## config.mk

```make
export PLATFORM = sky130hd
export DESIGN_NAME = alu_sequencer
export DESIGN_NICKNAME = d
export VERILOG_FILES = /design/src/rtl/alu_sequencer_pkg.sv /design/src/rtl/alu_sequencer.sv
export SDC_FILE = /design/constraint.sdc
export NUM_CORES = 1
export LEC_CHECK = 0
export ABC_AREA = 0
export CAP_MARGIN = 25
export CORE_MARGIN = 2
export CORE_UTILIZATION = 44
export DETAILED_ROUTE_END_ITERATION = 6
export PLACE_DENSITY = 0.71
export SETUP_SLACK_MARGIN = 0.2
export SLEW_MARGIN = 30
export SYNTH_ARGS = -nofsm -noshare
export SYNTH_HDL_FRONTEND = slang
export SYNTH_SLANG_ARGS = --single-unit
```

## constraint.sdc

```tcl
create_clock -name clk -period 12.92 [get_ports clk]
set_input_delay 2.584 -clock clk [delete_from_list [all_inputs] [get_ports clk]]
set_output_delay 2.584 -clock clk [all_outputs]
set_load 0.03 [all_outputs]
```

## src/rtl/alu_sequencer_pkg.sv

```systemverilog
// rtl/alu_sequencer_pkg.sv - shared ALU control codes, multiply opcode and sequencer state encoding
package alu_sequencer_pkg;

    localparam logic [2:0] ALU_ADD = 3'b000;
    localparam logic [2:0] ALU_SUB = 3'b001;
    localparam logic [2:0] ALU_AND = 3'b010;
    localparam logic [2:0] ALU_OR  = 3'b011;
    localparam logic [2:0] ALU_SLT = 3'b101;

    localparam logic [2:0] MUL_OP  = 3'b110;

    localparam logic [1:0] ST_IDLE = 2'd0;
    localparam logic [1:0] ST_EXEC = 2'd1;
    localparam logic [1:0] ST_MUL  = 2'd2;
    localparam logic [1:0] ST_DONE = 2'd3;

    localparam logic [4:0] MUL_LAST_CNT = 5'd31;

endpackage

```

## src/rtl/alu_sequencer.sv

```systemverilog
// rtl/alu_sequencer.sv - issues single ALU ops or a 32-cycle shift-add multiply through an external shared ALU
module alu_sequencer #(
    parameter logic [2:0] MUL_OP = alu_sequencer_pkg::MUL_OP
) (
    input  logic        clk,
    input  logic        reset,
    input  logic        req_valid,
    output logic        req_ready,
    input  logic [2:0]  req_op,
    input  logic [31:0] req_a,
    input  logic [31:0] req_b,
    output logic        rsp_valid,
    input  logic        rsp_ready,
    output logic [31:0] rsp_result,
    output logic        rsp_zero,
    output logic        busy,
    output logic [31:0] alu_src_a,
    output logic [31:0] alu_src_b,
    output logic [2:0]  alu_control,
    input  logic [31:0] alu_result,
    input  logic        alu_zero
);

    import alu_sequencer_pkg::*;

    logic [1:0]  state;
    logic [2:0]  op_q;
    logic [31:0] a_q;
    logic [31:0] b_q;
    logic [31:0] acc;
    logic [31:0] mcand;
    logic [31:0] mplier;
    logic [4:0]  cnt;
    logic [31:0] acc_next;
    logic        handshake;

    // Readiness is withheld while reset is asserted so every output reads 0 during reset.
    assign req_ready = (state == ST_IDLE) && !reset;
    assign handshake = req_valid && req_ready;
    assign rsp_valid = (state == ST_DONE);
    assign busy      = (state != ST_IDLE);

    assign acc_next  = mplier[0] ? alu_result : acc;

    always_comb begin
        alu_src_a   = 32'd0;
        alu_src_b   = 32'd0;
        alu_control = ALU_ADD;
        case (state)
            ST_EXEC: begin
                alu_src_a   = a_q;
                alu_src_b   = b_q;
                alu_control = op_q;
            end
            ST_MUL: begin
                alu_src_a   = acc;
                alu_src_b   = mcand;
                alu_control = ALU_ADD;
            end
            default: begin
                alu_src_a   = 32'd0;
                alu_src_b   = 32'd0;
                alu_control = ALU_ADD;
            end
        endcase
    end

    always_ff @(posedge clk or posedge reset) begin
        if (reset) begin
            state      <= ST_IDLE;
            op_q       <= 3'd0;
            a_q        <= 32'd0;
            b_q        <= 32'd0;
            acc        <= 32'd0;
            mcand      <= 32'd0;
            mplier     <= 32'd0;
            cnt        <= 5'd0;
            rsp_result <= 32'd0;
            rsp_zero   <= 1'b0;
        end else begin
            case (state)
                ST_IDLE: begin
                    if (handshake) begin
                        op_q <= req_op;
                        a_q  <= req_a;
                        b_q  <= req_b;
                        if (req_op == MUL_OP) begin
                            acc    <= 32'd0;
                            mcand  <= req_a;
                            mplier <= req_b;
                            cnt    <= 5'd0;
                            state  <= ST_MUL;
                        end else begin
                            state  <= ST_EXEC;
                        end
                    end
                end
                ST_EXEC: begin
                    rsp_result <= alu_result;
                    rsp_zero   <= alu_zero;
                    state      <= ST_DONE;
                end
                ST_MUL: begin
                    // Fixed 32 iterations; no early exit when the multiplier runs out of ones.
                    acc    <= acc_next;
                    mcand  <= mcand << 1;
                    mplier <= mplier >> 1;
                    cnt    <= cnt + 5'd1;
                    if (cnt == MUL_LAST_CNT) begin
                        rsp_result <= acc_next;
                        rsp_zero   <= (acc_next == 32'd0);
                        state      <= ST_DONE;
                    end
                end
                ST_DONE: begin
                    if (rsp_ready) begin
                        state <= ST_IDLE;
                    end
                end
                default: begin
                    state <= ST_IDLE;
                end
            endcase
        end
    end

endmodule

```

==> qor.txt <==
status: complete, but fails checks
violations in the final reports: design-rule violations
Total Wirelength: 25200 um
initial antenna violation count: 0
Leak Pwr: 0.00548 uW
RSZ-0062 raised after global routing: false
fmax: 0.154 GHz
nets: 1142
relative slew slack: 37.1%
number of synthesized flops with an enable pin: 0
fin util: 59.5%
clk_lat worst skew: 490 ps
Slew @ Worst Pin: 944 ps
routed vias: 7347
min-delay worst type: reg2reg
post-synth top area cell: dfrtp_1
Filler cells: 1816
largest net degree at the start of global routing: 138
final setup fails: 0
top_reg_cell synth: dfrtp_1
Post-Route Skew: 6.09 ps
Syn Nets: 969
total of max-cap violations: 0
cts hold-fix bufs: 0
Die H: 151 um
design area: 12600 um2
final-report max-slew violation count: 0
Clock Pin Slew Worst Setup and Hold Paths: 60 ps
flops & latches, synth: 203
Root Driver: clkbuf_16
clock buffers created by TritonCTS: 23
Critical Path AT: 3930 ps
period utilisation layout: 50.4%
Post-Place Cell Area: 11800 um2
area of the die: 22900 um2
count leader, synth: dfrtp_1
setup ws final: 6410 ps
Startpoint Class: input pin
Worst R2R Path Depth: 8
GR Util All Layers: 21.8%
GPL Wtd Cong: 0.836
io pins: 207
total negative slack: 0 ps
Peak VDD IR: 144 uV
Core Footprint: 21200 um2
Final Power: 3500 uW
number of diodes: 0
total gr overflow: 0
Syn-to-layout area delta: 31.8%
Worst Hold Path Cells: 2
post-route DRC violation count: 2
Setup CP Type: in2out
Power Dens Cells: 278 nW/um2
synthesized cell area: 9550 um2
H-tree depth: 1
Via-to-Cell Ratio: 5.57
Synth Instances: 858
DP Wirelength: 17700 um
post-synthesis sequential area ratio: 53.2%
CTS resizes: 0
CTS tree: built
commonest cells in the netlist: dfrtp_1, mux2i_1, a22oi_1, mux2_2, nor2b_1
Initial Util: 45.1%
layout cells sized above 1: 11.8%
Yosys cell types: 35
deepest clock path buffer count: 3
Fin. Hold Viols: 0
Yosys top cell area share: 53.2%
Starting DRT DRC Count: 492
Setup WS pre-CTS: 6420 ps
Rows: 53
Tmin final: 6510 ps
global-route wire length before repair: 39400 um
WP data required: 10340 ps
DR WL/cell: 19.1 um
DIE WIDTH: 151 um
# Post-CTS Setup Buffers: 0
Pre-antenna DRT Iters: 7
IO buf count: 206
final antenna-violating net count: 0
vias in the first global route: 7162
ranking of synthesized cells by area: dfrtp_1, mux2_2, mux2i_1, a22oi_1, nor2b_1
synth warn: 0
Worst setup EP type: output port
Sinks on Clock Net: 203
CP max FO: 3
Avg Cell Area, Syn: 11.1 um2
ys async rst share: 100%
## cells by family (layout without fill, tap and decap cells)
logic type	Yosys count	in the layout	share of synthesized area [%]
xor+xnor	1	1	0.0917
fa+ha+maj	7	7	0.917
mux	141	141	15.7
flops	203	203	53.2
buf+inv	96	281	4.11
simple gates	197	197	10.5
compound gates	213	213	15.5
## critical path, stage by stage
cell and delay, ps:
clkdlybuf4s50_1 530, nor2_1 140, clkdlybuf4s50_1 670
## per-layer routing
layer	up-vias	global-route usage [%]	share of wire, %
met4	0	6.36	2.6
li1	3456	-	-
met3	50	3.25	5.9
met1	3608	33.2	48
met5	-	0	0
met2	233	32.2	44
## per-stage QoR
stage / hold slack [ps] / instances
finish: 474 / 1318
global placement: 456 / 1279
CTS: 483 / 1318
floorplan: 445 / 858
detailed placement: 470 / 1281
global route: 499 / 1318
## report_power, final
part	switching, uW	internal (uW)
sequential	205	937
combinational	978	762
clock	247	375
## sequential cells by signal (all words and copies together) (netlist names)
register,cells
acc,32
rsp_result,32
state,2
mcand,32
mplier,32
rsp_zero,1
op_q,3
cnt,5
a_q,32
b_q,32
## final timing paths
| kind | start | endpoint | slack [ps] |
|---|---|---|---|
| hold reg to reg | rsp_result[15]$_DFFE_PP0P_ | rsp_result[15]$_DFFE_PP0P_ | 470 |
| setup / recovery | reset | req_ready | 6410 |
| setup reg to reg | state[0]$_DFFE_PP0P_ | cnt[3]$_DFFE_PP0P_ | 9870 |
| min in group asynchronous | reset | op_q[2]$_DFFE_PP0P_ | 2660 |
| hold / removal | rsp_result[15]$_DFFE_PP0P_ | rsp_result[15]$_DFFE_PP0P_ | 470 |
| max in group asynchronous | reset | mplier[17]$_DFFE_PP0P_ | 8900 |
## cells in the final DEF, fill, tap and decap left out, types with 2 or more instances in the layout
cell             synthesis  routed
nor2_1                  49      49
and3_1                   2       2
nand2b_1                 3       2
clkbuf_8                 0       9
ha_4                     0       2
mux2i_1                 74      74
a22oi_1                 68      68
a31oi_1                  2       2
mux2_2                  67      67
nand3_1                  4       4
nor2b_1                 65      65
a22o_1                  33      33
nand2_1                 47      46
and2_1                   3       3
a21oi_1                 45      44
clkdlybuf4s50_1          0     206
inv_1                   27      26
a222oi_1                21      21
clkbuf_1                34       4
clkbuf_16                0      23
o21ai_0                 40      39
buf_4                    0       9
or4_1                    4       4
nor3_1                   4       4
nand4b_1                 2       2
nor4_1                   8       8
o22ai_1                  2       2
ha_1                     7       4
dfrtp_1                203     203
or3_1                    2       2
## area by class of cell
class / instances / area [um2] / share of cell area (%)
clock buffers: 36 / 714 / 5.68
clock inverters: 1 / 7.51 / 0.0597
inverters: 27 / 114 / 0.905
multi-input cells: 559 / 4150 / 33.0
flip-flops and latches: 203 / 5080 / 40.4
well taps: 275 / 344 / 2.73
repair buffers: 217 / 2180 / 17.3
No activity file was read; power rests on OpenSTA's default activity.
